===== src/rtl/acc_csr_bank.sv =====
// Accelerator CSR bank: control words, command pulses, sticky events with IRQ, sampled status.
// Single-cycle accept (gnt = req); response after READ_LATENCY cycles.
module acc_csr_bank #(
  parameter int ADDR_WIDTH      = 32,
  parameter int DATA_WIDTH      = 32,
  parameter int N_CTRL_WORDS    = 4,
  parameter int N_STAT_WORDS    = 2,
  parameter int N_EVT           = 8,
  parameter int READ_LATENCY    = 1,
  parameter int REGISTER_STATUS = 1
) (
  input  logic                                   clk,
  input  logic                                   arst_n,
  input  logic                                   req,
  input  logic                                   we,
  input  logic [ADDR_WIDTH-1:0]                  addr,
  input  logic [DATA_WIDTH/8-1:0]                be,
  input  logic [DATA_WIDTH-1:0]                  wdata,
  output logic                                   gnt,
  output logic                                   rvalid,
  output logic [DATA_WIDTH-1:0]                  rdata,
  output logic                                   err,
  output logic [N_CTRL_WORDS-1:0][DATA_WIDTH-1:0] ctrl_vec,
  input  logic [(N_STAT_WORDS > 0 ? N_STAT_WORDS : 1)-1:0][DATA_WIDTH-1:0] stat_vec,
  input  logic                                   stat_en,
  input  logic                                   busy_i,
  input  logic [N_EVT-1:0]                       evt_i,
  output logic                                   start_o,
  output logic                                   soft_rst_o,
  output logic                                   irq_o
);
  localparam int NB = DATA_WIDTH / 8;
  localparam int EW = N_EVT + 1;
  localparam int NS = (N_STAT_WORDS > 0) ? N_STAT_WORDS : 1;
  localparam logic [ADDR_WIDTH-1:0] A_CMD = ADDR_WIDTH'(N_CTRL_WORDS);
  localparam logic [ADDR_WIDTH-1:0] A_EVS = ADDR_WIDTH'(N_CTRL_WORDS + 1);
  localparam logic [ADDR_WIDTH-1:0] A_EEN = ADDR_WIDTH'(N_CTRL_WORDS + 2);
  localparam logic [ADDR_WIDTH-1:0] A_ST0 = ADDR_WIDTH'(N_CTRL_WORDS + 3);
  localparam logic [ADDR_WIDTH-1:0] A_END = ADDR_WIDTH'(N_CTRL_WORDS + 3 + N_STAT_WORDS);

  logic [N_CTRL_WORDS-1:0][DATA_WIDTH-1:0] ctrl_q;
  logic [EW-1:0]                 evt_stat_q, evt_stat_d, evt_en_q;
  logic [NS-1:0][DATA_WIDTH-1:0] stat_rd;
  logic [DATA_WIDTH-1:0]         bmask, wmask, rd_c;
  logic is_ctrl, is_cmd, is_evs, is_een, is_stat, err_c, wr_ok, cmd_wr;
  logic soft_c, start_c, ovr_c, start_q, soft_q, irq_q;

  always_comb begin
    bmask = '0;
    for (int b = 0; b < NB; b++) bmask[b*8 +: 8] = {8{be[b]}};
  end
  assign wmask = wdata & bmask;

  assign is_ctrl = addr < A_CMD;
  assign is_cmd  = addr == A_CMD;
  assign is_evs  = addr == A_EVS;
  assign is_een  = addr == A_EEN;
  assign is_stat = (addr >= A_ST0) && (addr < A_END);
  assign err_c   = (addr >= A_END) | (we & is_stat) | (we & is_ctrl & busy_i);
  assign wr_ok   = req & we & ~err_c;
  assign cmd_wr  = wr_ok & is_cmd & be[0];
  // Soft reset outranks start; a start against a busy engine becomes an overrun event.
  assign soft_c  = cmd_wr & wdata[1];
  assign start_c = cmd_wr & wdata[0] & ~wdata[1] & ~busy_i;
  assign ovr_c   = cmd_wr & wdata[0] & ~wdata[1] & busy_i;
  assign gnt     = req;

  always_comb begin
    rd_c = '0;
    for (int i = 0; i < N_CTRL_WORDS; i++)
      if (addr == ADDR_WIDTH'(i)) rd_c = ctrl_q[i];
    if (is_evs) rd_c = DATA_WIDTH'(evt_stat_q);
    if (is_een) rd_c = DATA_WIDTH'(evt_en_q);
    for (int i = 0; i < N_STAT_WORDS; i++)
      if (addr == ADDR_WIDTH'(N_CTRL_WORDS + 3 + i)) rd_c = stat_rd[i];
    if (we || err_c) rd_c = '0;
  end

  always_ff @(posedge clk or negedge arst_n) begin
    if (!arst_n) begin
      ctrl_q <= '0;
    end else if (soft_c) begin
      ctrl_q <= '0;
    end else if (wr_ok && is_ctrl) begin
      for (int i = 0; i < N_CTRL_WORDS; i++)
        if (addr == ADDR_WIDTH'(i)) ctrl_q[i] <= (ctrl_q[i] & ~bmask) | wmask;
    end
  end
  assign ctrl_vec = ctrl_q;

  // Clear first, then set, so a same-cycle event survives its write-1-to-clear.
  always_comb begin
    evt_stat_d = evt_stat_q;
    if (wr_ok && is_evs) evt_stat_d = evt_stat_d & ~wmask[EW-1:0];
    evt_stat_d = evt_stat_d | {ovr_c, evt_i};
    if (soft_c) evt_stat_d = '0;
  end

  always_ff @(posedge clk or negedge arst_n) begin
    if (!arst_n) begin
      evt_stat_q <= '0;
      evt_en_q   <= '0;
      start_q    <= 1'b0;
      soft_q     <= 1'b0;
      irq_q      <= 1'b0;
    end else begin
      evt_stat_q <= evt_stat_d;
      if (wr_ok && is_een) evt_en_q <= (evt_en_q & ~bmask[EW-1:0]) | wmask[EW-1:0];
      start_q    <= start_c;
      soft_q     <= soft_c;
      irq_q      <= |(evt_stat_q & evt_en_q);
    end
  end
  assign start_o    = start_q;
  assign soft_rst_o = soft_q;
  assign irq_o      = irq_q;

  if (REGISTER_STATUS != 0) begin : g_stat_reg
    always_ff @(posedge clk or negedge arst_n) begin
      if (!arst_n)      stat_rd <= '0;
      else if (stat_en) stat_rd <= stat_vec;
    end
  end else begin : g_stat_pass
    assign stat_rd = stat_vec;
  end

  if (READ_LATENCY == 0) begin : g_resp_comb
    assign rvalid = req;
    assign rdata  = req ? rd_c : '0;
    assign err    = req & err_c;
  end else begin : g_resp_reg
    always_ff @(posedge clk or negedge arst_n) begin
      if (!arst_n) begin
        rvalid <= 1'b0;
        rdata  <= '0;
        err    <= 1'b0;
      end else begin
        rvalid <= req;
        err    <= req & err_c;
        if (req) rdata <= rd_c;
      end
    end
  end
endmodule


===== config.mk =====
export PLATFORM = sky130hd
export DESIGN_NAME = acc_csr_bank
export DESIGN_NICKNAME = d
export VERILOG_FILES = /design/src/rtl/acc_csr_bank.sv
export SDC_FILE = /design/constraint.sdc
export NUM_CORES = 1
export LEC_CHECK = 0
export BUFFER_PORTS_ARGS = -buffer_cell sky130_fd_sc_hd__buf_2
export CAP_MARGIN = 20
export CORE_MARGIN = 2
export CORE_UTILIZATION = 57
export DETAILED_ROUTE_END_ITERATION = 10
export GPL_TIMING_DRIVEN = 0
export PLACE_DENSITY = 0.83
export SYNTH_ARGS = -nofsm -noshare
export SYNTH_HDL_FRONTEND = slang
export SYNTH_SLANG_ARGS = --single-unit

===== constraint.sdc =====
create_clock -name clk -period 2.6 [get_ports clk]
set_input_delay 0.13 -clock clk [delete_from_list [all_inputs] [get_ports clk]]
set_output_delay 0.13 -clock clk [all_outputs]
set_load 0.005 [all_outputs]

==> results by group <==
Outcome
  – Run status: complete, no violations

CTS
  – CTS tree: yes
  – Worst skew pair latency: 0.53 ns
  – CTS H-tree depth: 1
  – CTS max path bufs: 3
  – Inserted Clock Buffers: 25
  – Postcts setup bufs: 0
  – Clock tree sinks: 247
  – Clock root buffer master: clkbuf_16
  – CTS clk-pin slew, worst paths: 0.06 ns

Placement
  – Cell Area, Placed: 13,400 um^2
  – Post-DP HPWL: 26.3 mm
  – DP Cell Count: 1,467
  – Port Buffer Count: 308
  – Gp weighted congestion: 0.923

Min path
  – Worst Hold Launch: wdata[1]
  – Worst hold path type: primary input to register

Routing
  – DRT Pass-1 Iters: 5
  – Post-route ant nets: 0
  – Via/cell ratio: 6.23
  – First-iteration detailed-routing DRC count: 862
  – DRC viols: 0
  – Post-DR wirelength/cell: 24.3 um
  – Via Count: 10,100
  – Total wire length: 39.5 mm

Cells and area
  – Non-Filler Instances: 1,625
  – Syn-to-layout area delta: 33.8%
  – Nets: 1,488
  – Layout cells sized above 1: 35.7%
  – Final instance area: 15,300 um^2
  – Filler instances: 1,170
  – Final core area utilization: 78.1%

GRT
  – Initial antenna violation count: 5
  – Total gr overflow: 0
  – First-pass GRT wire length: 60.0 mm
  – Total track usage: 36.7%
  – Via count of the first global-routing pass: 10,300
  – Pin count of the biggest net entering global routing: 119

Logic synthesis
  – Most common cell in the netlist: dfrtp_1
  – Synthesized area per cell: 12.8 um^2
  – Post-synth EDFFs: 0
  – Ys Warns: 0
  – Post-Syn Instances: 892
  – Yosys cell types: 48
  – Leading cell types by count after synthesis: dfrtp_1, nor2_1, mux2i_1, mux2_2, clkbuf_1
  – Synth Register Bits: 247
  – Syn Nets: 1,038
  – Synth area leader: dfrtp_1
  – Synth area leaders: dfrtp_1, mux2i_1, mux2_2
  – Register area share after synthesis: 54.1%
  – Post-synthesis async set-or-reset flop share: 100%
  – Ys flop type: dfrtp_1
  – Netlist Area Pre-Place: 11,400 um^2
  – Top cell type's share of synthesized area: 54.1%

Floorplanning
  – Chip Height: 146 um
  – Core area: 19,600 um^2
  – Site Rows: 51
  – Die Span X: 146 um
  – IO Pins: 312
  – Starting Density: 58.4%
  – Die footprint: 21,200 um^2

Worst setup path
  – Worst setup path startpoint: busy_i
  – Worst path arrival time: 2.97 ns
  – R2r startpoint: ctrl_vec[126]$_DFFE_PN0P_
  – CP Max Fanout: 8
  – Crit end category: register
  – Critical Path RT: 3.06 ns
  – CP Launch Type: primary input
  – Crit Path Category: primary input to register

Timing
  – Max-slew violation count: 0
  – Final period util: 96.5%
  – FMAX: 399 MHz
  – RSZ-0062 raised after global routing: no
  – Max Clock Skew: 0.00828 ns
  – Final setup violation count: 0
  – Hold Violations, Final: 0
  – Slew @ Worst Pin: 1.01 ns
  – Crit path time final: 2.51 ns
  – Max-slew headroom: 32.3%

Pwr
  – Power, Total: 8.26 mW
  – Peak VDD IR: 0.000358 V
  – Power Dens Cells: 540 nW/um^2
  – Lkg Pwr: 8.01 nW

Flow run
  – Max_cap viols: 0
flip-flops by register name, indices dropped and copies added (netlist names), named ones only:
name,flops
ctrl_vec,128
stat_rd,64
rdata,32
evt_stat_q,9
err,1
irq_o,1
rvalid,1
soft_rst_o,1
start_o,1
cell type report:
type | instances | area (um^2) | area share, %
Timing Repair Buffer | 423 | 2740 | 17.9
Tap cell | 265 | 332 | 2.17
Buffer | 64 | 278 | 1.82
Antenna cell | 3 | 7.51 | 0.0491
Clock buffer | 40 | 772 | 5.05
Clock inverter | 2 | 13.8 | 0.0900
Inverter | 11 | 41.3 | 0.270
Multi-Input combinational cell | 570 | 4930 | 32.3
Sequential cell | 247 | 6180 | 40.4
layer usage:
| metal | vias to the layer above | GRT usage, % | wire length [um] |
|---|---|---|---|
| met5 | - | 0 | 39 |
| met4 | 6 | 15.3 | 1820 |
| met3 | 143 | 7.71 | 3340 |
| met2 | 609 | 60.3 | 19100 |
| met1 | 5115 | 48.0 | 15200 |
| li1 | 4250 | - | - |
cell usage in the layout, fill, tap and decap left out, drive strengths merged, types with 17 or more instances in the layout:
cell and n:
a221o 22, a22o 33, buf 333, clkbuf 82, dfrtp 247, dlygate4sd3 112, mux2 73, mux2i 106
mux4 32, nand2 18, nor2 120, nor4 17, o21ai 24, o2bb2ai 30
repair_timing:
item / 4_1_cts / 5_1_grt
gates resized for setup: 0 / 1
hold endpoints to repair: 331 / 0
hold buffers: 112 / 0
endpoints found under the setup margin: 0 / 8
kinds of logic after synthesis:
| group | synth area share [%] |
|---|---|
| multiplexers | 22.8 |
| flip-flops | 54.1 |
| AO/OA/AOI/OAI | 11.0 |
| buffers and inverters | 2.79 |
| AND/OR/NAND/NOR | 9.31 |
through the flow:
step	hold WS [ns]	worst slack [ns]	TNS, ns
after global placement	0.358	-2.89	-712.67
after global routing	0.0744	0.00269	0
final	0.0400	0.0906	0
after floorplan	-0.166	0.651	0
after detailed placement	0.0723	-0.281	-7.39
after CTS	0.0321	0.0450	0
worst max-delay path: stages:
cell and delay, ns:
dlygate4sd3_1 0.54, buf_2 0.16, nor2b_1 0.15, nor4_2 0.49, nand4_1 0.42, mux2i_1 0.81, a22o_1 0.27
path summary, 6_finish.rpt:
| kind | endpoint | slack (ns) | cells past startpoint |
|---|---|---|---|
| max in group asynchronous | ctrl_vec[48]$_DFFE_PN0P_ | 1.56 | 3 |
| min in group asynchronous | ctrl_vec[39]$_DFFE_PN0P_ | 0.12 | 2 |
| min reg2reg | rdata[15]$_DFFE_PN0P_ | 0.49 | 1 |
| max reg2reg | rdata[30]$_DFFE_PN0P_ | 1.01 | 3 |
| min | evt_stat_q[1]$_DFF_PN0_ | 0.04 | 2 |
| max | ctrl_vec[24]$_DFFE_PN0P_ | 0.09 | 7 |
report_power, final:
part | internal (mW) | total [mW] | switching [mW]
Combinational | 0.360 | 0.732 | 0.372
Sequential | 3.95 | 4.01 | 0.0626
Clock | 2.01 | 3.52 | 1.51
No activity file was read; power rests on OpenSTA's default activity.
